<file path="src/rtl/busca_instrucao_pkg.sv">
// Shared definitions for the fetch stage: FSM states, reset PC, the canonical nop
// and the RV32I major opcodes used by the control decoder.
package busca_instrucao_pkg;

  typedef enum logic [1:0] {
    INICIO = 2'd0,
    BUSCA  = 2'd1,
    PRONTO = 2'd2,
    ERRO   = 2'd3
  } estado_t;

  localparam logic [31:0] PC_INICIAL_PADRAO = 32'h0040_0000;
  localparam logic [31:0] NOP               = 32'h0000_0013;

  localparam logic [6:0] OPC_LOAD   = 7'b0000011;
  localparam logic [6:0] OPC_OPIMM  = 7'b0010011;
  localparam logic [6:0] OPC_AUIPC  = 7'b0010111;
  localparam logic [6:0] OPC_STORE  = 7'b0100011;
  localparam logic [6:0] OPC_RTYPE  = 7'b0110011;
  localparam logic [6:0] OPC_LUI    = 7'b0110111;
  localparam logic [6:0] OPC_BRANCH = 7'b1100011;
  localparam logic [6:0] OPC_JALR   = 7'b1100111;
  localparam logic [6:0] OPC_JAL    = 7'b1101111;

endpackage

</file>
<file path="src/rtl/busca_instrucao_calc_prox_pc.sv">
// Combinational next-PC selection for the retiring instruction, plus the
// word-alignment check on the selected target.
module busca_instrucao_calc_prox_pc #(
  parameter int LARG = 32
) (
  input  logic [LARG-1:0] pc,
  input  logic [LARG-1:0] imm,
  input  logic [LARG-1:0] alu_result,
  input  logic            branch,
  input  logic            jump,
  input  logic            jalr,
  input  logic            zero,
  output logic [LARG-1:0] prox_pc,
  output logic            desalinhado
);

  always_comb begin
    prox_pc = pc + LARG'(4);
    // Jumps win over a simultaneously flagged branch.
    if (jump && jalr) begin
      prox_pc = alu_result & ~LARG'(1);
    end else if (jump) begin
      prox_pc = pc + imm;
    end else if (branch && zero) begin
      prox_pc = pc + imm;
    end
    desalinhado = |prox_pc[1:0];
  end

endmodule

</file>
<file path="src/rtl/busca_instrucao.sv">
// Instruction fetch stage: owns the PC, fetches over a req/ack handshake, holds
// the instruction until retirement, then steps to the next PC or traps.
module busca_instrucao
  import busca_instrucao_pkg::*;
#(
  parameter int              LARG       = 32,
  parameter logic [LARG-1:0] PC_INICIAL = PC_INICIAL_PADRAO
) (
  input  logic            iCLK,
  input  logic            iRST_n,
  input  logic            iBranch,
  input  logic            iJump,
  input  logic            iJalr,
  input  logic            iZero,
  input  logic [LARG-1:0] iImm,
  input  logic [LARG-1:0] iALUResult,
  input  logic            iExecuta,
  output logic            oMemReq,
  output logic [LARG-1:0] oMemAddr,
  input  logic            iMemAck,
  input  logic [LARG-1:0] iMemData,
  output logic [LARG-1:0] oPC,
  output logic [LARG-1:0] oPC4,
  output logic [LARG-1:0] oInstr,
  output logic            oValid,
  output logic            oErro,
  output logic [31:0]     oInstret
);

  estado_t         estado_reg;
  logic [LARG-1:0] prox_pc;
  logic            desalinhado;

  assign oMemAddr = oPC;
  assign oPC4     = oPC + LARG'(4);

  busca_instrucao_calc_prox_pc #(.LARG(LARG)) u_calc_prox_pc (
    .pc          (oPC),
    .imm         (iImm),
    .alu_result  (iALUResult),
    .branch      (iBranch),
    .jump        (iJump),
    .jalr        (iJalr),
    .zero        (iZero),
    .prox_pc     (prox_pc),
    .desalinhado (desalinhado)
  );

  always_ff @(posedge iCLK or negedge iRST_n) begin
    if (!iRST_n) begin
      estado_reg <= INICIO;
      oPC        <= PC_INICIAL;
      oInstr     <= LARG'(NOP);
      oValid     <= 1'b0;
      oMemReq    <= 1'b0;
      oErro      <= 1'b0;
      oInstret   <= 32'd0;
    end else begin
      case (estado_reg)
        INICIO: begin
          // One idle edge after reset so a stale ack can never be taken.
          estado_reg <= BUSCA;
          oMemReq    <= 1'b1;
        end
        BUSCA: begin
          if (iMemAck) begin
            oInstr     <= iMemData;
            oValid     <= 1'b1;
            oMemReq    <= 1'b0;
            estado_reg <= PRONTO;
          end
        end
        PRONTO: begin
          if (iExecuta) begin
            oValid   <= 1'b0;
            oInstret <= oInstret + 32'd1;
            if (desalinhado) begin
              oErro      <= 1'b1;
              estado_reg <= ERRO;
            end else begin
              oPC        <= prox_pc;
              oMemReq    <= 1'b1;
              estado_reg <= BUSCA;
            end
          end
        end
        ERRO: begin
          oValid  <= 1'b0;
          oMemReq <= 1'b0;
          oErro   <= 1'b1;
        end
        default: estado_reg <= INICIO;
      endcase
    end
  end

endmodule

</file>
<file path="config.mk">
export PLATFORM = sky130hd
export DESIGN_NAME = busca_instrucao
export DESIGN_NICKNAME = d
export VERILOG_FILES = /design/src/rtl/busca_instrucao_pkg.sv /design/src/rtl/busca_instrucao_calc_prox_pc.sv /design/src/rtl/busca_instrucao.sv
export SDC_FILE = /design/constraint.sdc
export NUM_CORES = 1
export LEC_CHECK = 0
export ABC_AREA = 1
export CAP_MARGIN = 10
export CORE_MARGIN = 2
export CORE_UTILIZATION = 40
export CTS_BUF_LIST = sky130_fd_sc_hd__clkbuf_8
export CTS_CLUSTER_SIZE = 16
export DETAILED_ROUTE_END_ITERATION = 12
export MAX_ROUTING_LAYER = met4
export PLACE_DENSITY = 0.79
export SLEW_MARGIN = 0
export SYNTH_ARGS = -nofsm -noshare
export SYNTH_HDL_FRONTEND = slang
export SYNTH_SLANG_ARGS = --single-unit
</file>
<file path="constraint.sdc">
create_clock -name iCLK -period 4.8 [get_ports iCLK]
set_clock_uncertainty 0.2 [all_clocks]
set_input_delay 1.44 -clock iCLK [delete_from_list [all_inputs] [get_ports iCLK]]
set_output_delay 1.44 -clock iCLK [all_outputs]
set_load 0.01 [all_outputs]
</file>
# Yosys cells after proc, flatten, opt, wreduce, memory -nomap -nowiden
# Index checks and enable logic that the tools add are counted.
# op_classes
n_reduce_logical	14
mux	17
bitwise	1
add_sub_neg	3
n_eq_ne	7
# op_table
op	n
two-way mux 32 bit	3
adder 32 x 1 -> 32 bit, second input constant	1
adder 32 x 3 -> 32 bit, second input constant	1
adder 32 bit	1
AND reduction 3 bit	5
inequality test 2 bit, second input constant	4
two-way mux 1 bit	7
two-way mux 2 bit	3
case mux 2 bit (3 select lines)	1
nonzero test 3 bit	2
== test 2 bit, second input constant	2
case mux 1 bit (4 select lines)	1
AND reduction 2 bit	2
case mux 1 bit (3 select lines)	1
== test 2 x 1 -> 1 bit, second input constant	1
logical AND 1 bit	2
zero test 2 bit	1
case mux 1 bit (2 select lines)	1
nonzero test 2 bit	1
OR reduction 2 bit	1
inverter 1 bit	1
# totals
out_inout_bits	163
ff_bits	101
in_bits	104

# Depth between registers and ports, before layout
# Gate-level depths: netlist of run 1.
# logic_depth
word_depth	8
depth_mapped	13

# Hierarchy
# Synthesis of run 1 repeated with hierarchy kept, for this count alone.
# unflattened
cells_unflattened	1480
hier_area_um2	9510.4
# by_module_without_submodules
module	cells_each	area_per_inst_um2	n_inst
busca_instrucao	622	5522.8	1
busca_instrucao_calc_prox_pc	858	3987.6	1

# Worst setup path before layout of run 1
# OpenSTA, ideal clock, no wires.
# synth_timing
kind	input -> register
start	input iImm[0]
end	register oPC[28], in the netlist oMemAddr[28]
slack_ns	1.511
stages	11
t_arrival_ns	2.961
setup_time_ns	0.128
n_path_buf	1
required_ns	4.472
path_cell_list	ha_1 fa_1 nor2_1 a21oi_1 o31ai_1 nand2_1 nor2_1 inv_2 buf_2 a21oi_1 a21boi_0
# synth_between
elab_chain_len	7
# synth_rtl
item	line	source
start, declared	busca_instrucao.sv:15	input logic [LARG-1:0] iImm,
adder 32 bit *	busca_instrucao_calc_prox_pc.sv:23, busca_instrucao_calc_prox_pc.sv:25	
two-way mux 32 bit	busca_instrucao_calc_prox_pc.sv:24	end else if (branch && zero) begin
two-way mux 32 bit *	busca_instrucao_calc_prox_pc.sv:22	end else if (jump) begin
two-way mux 32 bit *	busca_instrucao_calc_prox_pc.sv:20	if (jump && jalr) begin
OR reduction 2 bit	busca_instrucao_calc_prox_pc.sv:27	desalinhado = |prox_pc[1:0];
inverter 1 bit (no line)	-	
AND reduction 3 bit (no line)	-	
end signal, assigned	busca_instrucao.sv:81	oPC <= prox_pc;
end, declared	busca_instrucao.sv:22	output logic [LARG-1:0] oPC,
# Mark *: on every way between the ends. The rest lies on a longest branch, timed or not.
# A chain may end at the register's enable or synchronous reset.

# Worst setup path in the final report of run 1
# layout_timing
start	register oPC[7], in the netlist oMemAddr[7]
end	output oPC4[11]
# layout_between
elab_chain_len	1
# layout_rtl
item	line	source
adder 32 x 3 -> 32 bit	busca_instrucao.sv:35	assign oPC4 = oPC + LARG'(4);
end, declared	busca_instrucao.sv:23	output logic [LARG-1:0] oPC4,
# Every way passes these cells.

==> results of run 1 <==
==> power by group through the flow <==
| stage | registers [mW] | clock network, mW | logic [mW] |
|---|---|---|---|
| after CTS | 1.58 | 0.567 | 4.12 |
| after global placement | 1.57 | 0 | 4.04 |
| final | 1.58 | 0.552 | 4.14 |
| after detailed placement | 1.60 | 0 | 4.10 |
| after global routing | 1.62 | 0.599 | 4.54 |
| after floorplan | 1.59 | 0 | 2.29 |
==> logic make-up after synthesis <==
| kind of cell | Yosys count |
|---|---|
| fa+ha+maj | 38 |
| compound gates | 128 |
| mux | 32 |
| xor+xnor | 53 |
| flops | 101 |
| simple gates | 630 |
| buf+inv | 252 |
==> cells in the mapped netlist (all sizes together), types with 9 or more instances <==
cell type  number
mux2           32
a21oi          57
dfrtp          97
clkbuf          9
xnor2          16
nand4          17
inv           198
nand2         393
ha             37
o21ai          37
nand3          88
buf            45
xor2           37
nor2           95
a21boi         12
nor3           25
==> worst max path at each step <==
| stage | start | endpoint | slack, ps | cells past startpoint |
|---|---|---|---|---|
| 6_report | oMemAddr[7]$_DFFE_PN0P_ | oPC4[11] | 270 | 6 |
| 5_1_grt | oMemAddr[3]$_DFFE_PN0P_ | oPC4[18] | 210 | 8 |
| 4_1_cts | oMemAddr[3]$_DFFE_PN0P_ | oPC4[16] | 330 | 7 |
| 3_5_place_dp | iImm[0] | oMemAddr[29]$_DFFE_PN0P_ | 510 | 13 |
| 3_3_place_gp | iImm[0] | oMemAddr[28]$_DFFE_PN0P_ | 600 | 13 |
| 2_1_floorplan | iImm[0] | oMemAddr[28]$_DFFE_PN0P_ | 1510 | 11 |
==> critical path, delay by kind of cell (launching register included) <==
kind,cells,cell delay [ps]
flops,1,590
simple gates,3,880
xor+xnor,1,330
buf+inv,2,700
==> layout by cell type, fill, tap and decap left out, types with 5 or more instances in the layout <==
cell	synthesis	routed
a21boi_0	6	6
a21boi_1	6	6
a21oi_1	57	57
buf_4	34	9
clkbuf_8	0	9
clkdlybuf4s50_1	0	264
dfrtp_1	97	97
ha_1	37	37
inv_1	193	193
mux2_2	32	32
nand2_1	388	388
nand3_1	83	83
nand3_2	5	5
nand4_1	15	15
nor2_1	86	86
nor2_2	6	6
nor3_1	18	18
o21ai_0	35	35
o21bai_1	8	8
or2_2	5	5
xnor2_1	16	16
xor2_1	37	37
==> cell type report <==
cell class	instances	area, µm²	share of cell area (%)
Multi-Input combinational cell	881	4790	42.3
Sequential cell	101	2530	22.3
Clock buffer	9	124	1.09
Timing Repair Buffer	274	2730	24.1
Antenna cell	1	2.50	0.0221
Inverter	198	746	6.58
Tap cell	275	344	3.03
Clock inverter	7	67.6	0.596
==> layer usage <==
metal	wire (µm)	vias up	track usage [%]
li1	-	4339	-
met1	12500	4032	34.7
met2	13500	351	42.7
met3	2200	25	3.73
met4	425	0	4.29
met5	0	-	-
==> qor.txt, run 1 <==
post-DR vias/cell: 5.01
slew of the pin with the lowest slew margin: 857 ps
clk sink count: 101
Std-Cell Rows: 53
Place WS: 510 ps
htree depth: 3
Worst-path clk slew: 110 ps
Synth warnings: 0
Core Footprint: 20800 µm²
Hold Crit Depth: 1
register area share after synthesis: 30.1%
library cells used by synthesis: 48
sequential share of power: 25.2%
fin crit period: 4530 ps
first-pass iteration count of the detailed router: 6
CTS tree: yes
Final Cycle Share: 94.4%
mux cell area share after synthesis: 4.29%
Fin. Hold Viols: 0
setup total negative slack: 0 ps
maximum vdd ir drop: 0.424 mV
global placement routability congestion: 0.958
final hold slack: 274 ps
post-route ant nets: 0
clock network fraction of total power: 8.8%
IO Count: 267
Crit. End Element: output pin
Post-Synth Adder-Cell Area: 5.74%
Die X: 149 µm
Final nets: 1607
Layout fillers: 2087
Skew-Pair Late Insertion Delay: 380 ps
P_int: 3.26 mW
CTS root buf: clkbuf_8
Post-Syn Nets: 1376
worst-path maximum fanout: 7
area share of xor/xnor cells in the synthesized design: 5.52%
cell area power density: 553 nW/µm²
leading area contributor after synthesis: dfrtp_1
sw frac: 47.9%
Mapped Cells: 1234
simple-gate share of the synthesized area: 32.8%
Worst Setup Start Kind: flop
DRT Wirelength: 28.6 mm
FF-to-FF path depth: 12
data required time of the critical path: 3160 ps
Synth Area in Compound Gates: 8.65%
die height: 149 µm
TritonCTS buffer count: 9
Yosys reg bits: 101
setup violators final: 0
vias in the first global route: 8217
# placed instances: 1729
Rel. slew slack: 42.9%
Top FF cell, synth: dfrtp_1
grt total ovfl: 0
Final Cell Area: 11300 µm²
hold_buf cts: 0
syn avg cell area: 6.81 µm²
Final Util: 54.4%
number of synthesized flops with an enable pin: 0
post-CTS resize count: 0
post-synthesis cell area: 8410 µm²
synth top area cells: dfrtp_1 (29%), nand2_1 (17%), inv_1 (8.6%)
Initial DRC Count: 556
hold path start: oInstret[31]$_DFFE_PN0P_
LEAKAGE: 5.82 nW
Starting Density: 40.4%
worst-path cell chain: inv_2, nor3_2, nand2_1, nor2_1, xor2_1, clkdlybuf4s50_1
post-placement cell area: 11100 µm²
Post-CTS Setup Inserts: 0
RR Endpoint: oMemAddr[29]$_DFFE_PN0P_
Crit Reg-Reg Startpoint: oMemAddr[0]$_DFFE_PN0P_
Port Buffers: 265
reg2reg setup slack: 1970 ps
max-slew violations: 0
largest net degree at the start of global routing: 65
die area: 22200 µm²
slowest stage cell on the critical path: clkdlybuf4s50_1
Max-cap violations: 0
crit path DAT: 2890 ps
Worst Hold Class: reg -> reg
synthesis-to-finish area growth: 34.8%
switching power: 3.00 mW
non-filler instance count after layout: 1746
DRC viols: 0
DR vias: 8747
Worst path max stage delay: 600 ps
drt wl/cell: 16.4 µm
largest family of logic cells by synthesized area: simple AND/OR/NAND/NOR gates
Tot Pwr: 6.27 mW
first-pass GRT wire length: 43.9 mm
GRT Total Usage: 26.0%
Hold Crit Endpoint: oInstret[31]$_DFFE_PN0P_
RSZ-0062 raised after global routing: no
Post-synth ARST share: 100%
Setup WS post-layout: 269 ps
Crit Path Category: reg -> out
initial antenna violation count: 1
clock tree buffer depth: 2
top cell type's share of synthesized area: 28.9%
Max Fclk: 0.221 GHz
Comb power frac: 66.0%
status: finished, final reports clean
layout cell share with drive strength beyond 1: 6.87%
HPWL Detailed: 22.8 mm
Note: power is estimated with default switching activity, not from simulation.
==> run 2: changes to the inputs <==
CAP_MARGIN = 40   (was 10)
CORE_ASPECT_RATIO = 1.2   (was default)
SETUP_SLACK_MARGIN = 0.05   (was default)
==> run 2 against run 1 <==
Against the previous run:
- register-to-register slack barely moved
- worst hold slack improved by 1.8 ps
- global-route usage rose by 1.8 points
- final area rose by 0.18%
- via count rose by 1.8%
- sequential share of layout area barely moved
- utilization rose by 0.083 points
- die area barely moved
- critical path depth rose by 1
- non-clock buffer count rose by 3
==> qor.txt, run 2 (same netlist as run 1, synthesis figures left out) <==
post-route ant nets: 0 (unchanged)
HPWL Detailed: 23.6 mm (was 22.8 mm)
commonest non-fill, non-tap cell in the layout: nand2_1 (unchanged)
DRT Wirelength: 29.7 mm (was 28.6 mm)
Worst-path clk slew: 130 ps (was 110 ps)
maximum vdd ir drop: 0.325 mV (was 0.424 mV)
global placement routability congestion: 0.995 (was 0.958)
largest net degree at the start of global routing: 52 (was 65)
Skew-Pair Late Insertion Delay: 400 ps (was 380 ps)
Worst Hold Class: reg -> reg (unchanged)
clk sink count: 101 (unchanged)
gr busiest metal: met2 (unchanged)
RSZ-0062 raised after global routing: no (unchanged)
Place WS: 541 ps (was 510 ps)
CTS tree: yes (unchanged)
Setup WS post-layout: 236 ps (was 269 ps)
CTS root buf: clkbuf_8 (unchanged)
DR vias: 8901 (was 8747)
Fin. Hold Viols: 0 (unchanged)
Worst path max stage delay: 570 ps (was 600 ps)
worst-path cell chain: ha_1, nand3_2, nor2_2, nand2_1, nor2_2, xor2_1, clkdlybuf4s50_1 (was inv_2, nor3_2, nand2_1, nor2_1, xor2_1, clkdlybuf4s50_1)
data required time of the critical path: 3160 ps (about the same)
cell area power density: 555 nW/µm² (was 553 nW/µm²)
met1 global-route usage: 33.1% (was 34.7%)
Starting Density: 40.4% (about the same)
drt wl/cell: 17.0 µm (was 16.4 µm)
worst-path maximum fanout: 6 (was 7)
htree depth: 3 (unchanged)
post-DR vias/cell: 5.10 (was 5.01)
status: finished, final reports clean (unchanged)
Layout fillers: 2024 (was 2087)
vias in the first global route: 8958 (was 8217)
slew of the pin with the lowest slew margin: 919 ps (was 857 ps)
DRC viols: 0 (unchanged)
Crit Path Category: reg -> out (unchanged)
slowest stage cell on the critical path: clkdlybuf4s50_1 (unchanged)
Max Fclk: 0.219 GHz (was 0.221 GHz)
clock tree buffer depth: 2 (unchanged)
met3 usage: 6.10% (was 3.73%)
setup violators final: 0 (unchanged)
die area: 22200 µm² (about the same)
fin crit period: 4560 ps (was 4530 ps)
Port Buffers: 265 (unchanged)
first-pass iteration count of the detailed router: 6 (unchanged)
LEAKAGE: 5.84 nW (was 5.82 nW)
TritonCTS buffer count: 9 (unchanged)
most frequent cells in the layout: nand2_1 (388), clkdlybuf4s50_1 (264), inv_1 (193), dfrtp_1 (96), nor2_1 (86) (was nand2_1 (388), clkdlybuf4s50_1 (264), inv_1 (193), dfrtp_1 (97), nor2_1 (86))
setup total negative slack: 0 ps (unchanged)
Post-CTS Setup Inserts: 0 (unchanged)
Core Footprint: 20800 µm² (about the same)
Final nets: 1610 (was 1607)
Die X: 136 µm (was 149 µm)
grt total ovfl: 0 (unchanged)
synthesis-to-finish area growth: 35.1% (was 34.8%)
IO Count: 267 (unchanged)
CP most frequent cell: nor2_2
met2 GRT Util: 44.7% (was 42.7%)
hold_buf cts: 0 (unchanged)
Std-Cell Rows: 58 (was 53)
Rel. slew slack: 38.6% (was 42.9%)
layout cell share with drive strength beyond 1: 7.13% (was 6.87%)
GRT Total Usage: 27.8% (was 26.0%)
max-slew violations: 0 (unchanged)
Final Cycle Share: 95.1% (was 94.4%)
Worst Setup Start Kind: flop (unchanged)
initial antenna violation count: 1 (unchanged)
die height: 163 µm (was 149 µm)
first-pass GRT wire length: 46.1 mm (was 43.9 mm)
Initial DRC Count: 568 (was 556)
Max-cap violations: 0 (unchanged)
Tot Pwr: 6.30 mW (was 6.27 mW)
Crit. End Element: output pin (unchanged)
crit path DAT: 2920 ps (was 2890 ps)
[run 2: changes by cell type in the layout (fill, tap and decap cells not counted), sizes merged]
cell,previous run,this run
inv,202,200
clkinv,3,5
buf,10,13
[run 2: path summary, 6_finish.rpt]
kind                       slack [ps]                  endpoint  depth (start not counted)                      from
setup / recovery                  240                  oPC4[16]                          7   oMemAddr[3]$_DFFE_PN0P_
hold / removal                    280  oInstret[31]$_DFFE_PN0P_                          1  oInstret[31]$_DFFE_PN0P_
setup reg to reg                 1970   oMemAddr[8]$_DFFE_PN0P_                         12   oMemAddr[0]$_DFFE_PN0P_
hold reg to reg                   280  oInstret[31]$_DFFE_PN0P_                          1  oInstret[31]$_DFFE_PN0P_
max in group asynchronous        2760  oMemAddr[22]$_DFFE_PN1P_                          2                    iRST_n
min in group asynchronous         880  oInstret[12]$_DFFE_PN0P_                          1                    iRST_n
[run 2: repair_timing]
action | in CTS | in global routing
endpoints found under the setup margin | 0 | 2
resized for setup | 0 | 1
hold endpoints to repair | 0 | 0
[run 2: stage by stage]
stage,std cells,hold slack (ps),utilization (%),instance area [µm²]
2_1_floorplan,1234,304,-,8410
4_1_cts,1743,280,54.5,11400
3_3_place_gp,1727,259,53.6,11200
5_1_grt,1744,294,54.5,11400
6_report,1744,275,54.5,11400
3_5_place_dp,1727,256,53.6,11200
[run 2: area by class of cell]
class | count | area, µm² | area share, %
sequential | 101 | 2530 | 22.3
clock buffer | 9 | 124 | 1.09
timing repair buffer | 277 | 2750 | 24.2
clock inverter | 7 | 70.1 | 0.617
antenna | 1 | 2.50 | 0.0220
inverter | 198 | 746 | 6.57
tap | 270 | 338 | 2.97
multi-input combinational | 881 | 4790 | 42.2
[run 2: per-layer routing]
| metal | vias to the layer above | part of all wire (%) | wire, µm |
|---|---|---|---|
| li1 | 4318 | - | - |
| met1 | 4081 | 41 | 12100 |
| met2 | 432 | 47 | 13900 |
| met3 | 70 | 8.2 | 2440 |
| met4 | 0 | 4.4 | 1300 |
| met5 | - | 0 | 0 |
[run 2: where the power goes]
part           switching [mW]  leakage (nW)  internal [mW]
combinational            2.28          4.54           1.93
sequential              0.362          1.20           1.15
clock                   0.378         0.100          0.203
total                    3.02          5.84           3.28
[run 2: critical path, delay by kind of cell (launching register included)]
kind,cells,cell delay [ps]
and+or+nand+nor,4,850
buffers and inverters,1,570
DFF,1,520
xor gates and xnor gates,1,220
adders and majority gates,1,350
==> run 3: changes to the inputs <==
ABC_CLOCK_PERIOD_IN_PS = 3940   (was default)
PLACE_DENSITY = 0.81   (was 0.79)
clock period = 3.94 ns   (was 4.8 ns; I/O delays follow)
==> run 3 against run 2 <==
Against the previous run:
- sequential power up 22%
- flip-flop and latch count unchanged
- highest routed layer unchanged
- cell count up 1.5%
==> qor.txt, run 3 (same netlist as run 1, synthesis figures left out) <==
slowest stage cell on the critical path: clkdlybuf4s50_1 (unchanged)
Starting Density: 40.4% (unchanged)
commonest non-fill, non-tap cell in the layout: nand2_1 (unchanged)
Max Fclk: 0.260 GHz
initial antenna violation count: 1 (unchanged)
Max-cap violations: 0 (unchanged)
Initial DRC Count: 605 (was 568)
Place WS: 83.1 ps (was 541 ps)
FF-to-FF path depth: 11 (was 12)
synthesis-to-finish area growth: 39.4% (was 35.1%)
RR Endpoint: oMemAddr[23]$_DFFE_PN0P_ (was oMemAddr[8]$_DFFE_PN0P_)
Final Cycle Share: 97.8%
Rel. slew slack: 57.0% (was 38.6%)
hold path start: oInstret[31]$_DFFE_PN0P_ (unchanged)
vias in the first global route: 8840 (was 8958)
WL met1: 11.6 mm (was 12.1 mm)
crit path buf inv count: 2 (was 1)
drt wl/cell: 16.9 µm (was 17.0 µm)
HPWL Detailed: 23.7 mm (was 23.6 mm)
RSZ-0062 raised after global routing: yes (was no)
clk sink count: 101 (unchanged)
Final nets: 1637 (was 1610)
DRC viols: 0 (unchanged)
Setup WS post-layout: 87.0 ps (was 236 ps)
Fin. Hold Viols: 0 (unchanged)
grt total ovfl: 0 (unchanged)
first-pass GRT wire length: 45.9 mm (was 46.1 mm)
DR top layer: met4 (unchanged)
Worst Setup Start Kind: flop (unchanged)
Crit Reg-Reg Startpoint: oMemAddr[0]$_DFFE_PN0P_ (unchanged)
setup total negative slack: 0 ps (unchanged)
cell area power density: 678 nW/µm² (was 555 nW/µm²)
max-slew violations: 0 (unchanged)
layout cell share with drive strength beyond 1: 10.9% (was 7.13%)
die area: 22200 µm² (unchanged)
non-filler instance count after layout: 1771 (was 1744)
Worst path max stage delay: 490 ps (was 570 ps)
Std-Cell Rows: 58 (unchanged)
DR vias: 8982 (was 8901)
crit path DAT: 2470 ps (was 2920 ps)
worst-path maximum fanout: 4 (was 6)
Skew-Pair Late Insertion Delay: 410 ps (was 400 ps)
most frequent cells in the layout: nand2_1 (387), clkdlybuf4s50_1 (261), inv_1 (192), nand3_1 (82) (was nand2_1 (388), clkdlybuf4s50_1 (264), inv_1 (193), dfrtp_1 (96), nor2_1 (86))
GRT Total Usage: 27.7% (was 27.8%)
clock tree buffer depth: 2 (unchanged)
Hold Crit Depth: 1 (unchanged)
TritonCTS buffer count: 9 (unchanged)
met2 routed WL: 14.6 mm (was 13.9 mm)
met3 wire len: 2.44 mm (about the same)
fin crit period: 3850 ps
Crit. End Element: output pin (unchanged)
largest net degree at the start of global routing: 59 (was 52)
data required time of the critical path: 2560 ps (was 3160 ps)
hold_buf cts: 0 (unchanged)
maximum vdd ir drop: 0.362 mV (was 0.325 mV)
post-DR vias/cell: 5.07 (was 5.10)
die height: 163 µm (unchanged)
DRT Wirelength: 29.8 mm (was 29.7 mm)
Core Footprint: 20800 µm² (unchanged)
post-route ant nets: 0 (unchanged)
CP delay by family, top: buffers and inverters (was simple AND/OR/NAND/NOR gates)
htree depth: 3 (unchanged)
# placed instances: 1741 (was 1727)
Crit Path Category: reg -> out (unchanged)
worst-path cell chain: ha_1, nand3_4, nor2_2, nand2_1, xor2_1, inv_1, clkdlybuf4s50_1 (was ha_1, nand3_2, nor2_2, nand2_1, nor2_2, xor2_1, clkdlybuf4s50_1)
first-pass iteration count of the detailed router: 5 (was 6)
Hold Crit Endpoint: oInstret[31]$_DFFE_PN0P_ (unchanged)
LEAKAGE: 6.01 nW (was 5.84 nW)
status: finished, final reports clean (unchanged)
Die X: 136 µm (unchanged)
Port Buffers: 265 (unchanged)
IO Count: 267 (unchanged)
Worst Hold Class: reg -> reg (unchanged)
reg2reg setup slack: 1190 ps (was 1970 ps)
CTS tree: yes (unchanged)
setup violators final: 0 (unchanged)
Worst-path clk slew: 130 ps (about the same)
global placement routability congestion: 1.04 (was 0.995)
slew of the pin with the lowest slew margin: 646 ps (was 919 ps)
final hold slack: 283 ps (was 275 ps)
CTS root buf: clkbuf_8 (unchanged)
-- run 3: cell count changes in the layout (fill, tap and decap cells not counted), moves of 3 or more --
cell             change
buf_4               +25
nor2_2               +4
nor3_1               -5
dlymetal6s2s_1       +3
dfrtp_2             +15
nor2_1               -5
nor3_2               +3
clkdlybuf4s50_1      -3
dfrtp_1             -15
-- run 3: what timing repair did --
item / 4_1_cts / 5_1_grt
gates resized for setup: 14 / 27
setup endpoints to repair: 20 / 21
pin swaps: 1 / 0
buffers inserted: 6 / 7
gates cloned: 0 / 0
-- run 3: area by class of cell --
class	instances	area, µm²
diodes	1	2.50
clock buffers	9	124
clock inverters	7	77.6
fillers	1954	9100
inverters	198	746
multi-input cells	881	4900
flip-flops and latches	101	2550
well taps	270	338
repair buffers	304	2990
-- run 3: layer usage --
layer	global-route usage, %	up-vias
li1	-	4378
met1	31.8	4143
met2	47.1	389
met3	5.88	72
met4	10.8	0
met5	-	-
-- run 3: worst max path at each step --
stage                             startpoint                       end  slack [ps]  depth (start not counted)
global placement                     iImm[0]  oMemAddr[20]$_DFFE_PN0P_         180                         12
global route         oMemAddr[2]$_DFFE_PN0P_                  oPC4[18]          10                          8
floorplan                            iImm[0]  oMemAddr[28]$_DFFE_PN0P_         910                         11
detailed placement                   iImm[0]  oMemAddr[23]$_DFFE_PN0P_          80                         12
CTS                 oMemAddr[11]$_DFFE_PN0P_                  oPC4[14]           9                          6
finish               oMemAddr[2]$_DFFE_PN0P_                  oPC4[12]          90                          7
-- run 3: through the flow --
step	area, µm²	total power, mW	utilization [%]
floorplan	8410	4.72	-
global placement	11300	6.95	54.2
detailed placement	11300	7.02	54.2
CTS	11600	7.81	55.6
global route	11700	8.56	56.3
finish	11700	7.95	56.3
-- run 3: worst reg2reg max path: stages, from the launching register on --
cell and delay (ps):
dfrtp_1 470, ha_1 250, fa_1 450, nor2_1 110
a21oi_1 70, o31ai_1 60, nand2_1 150, nor2_1 300
inv_2 120, buf_12 180, nand2_1 80, a21boi_0 210
-- run 3: power breakdown --
part	switching, mW	internal [mW]
Combinational	2.90	2.49
Clock	0.448	0.251
Sequential	0.442	1.42
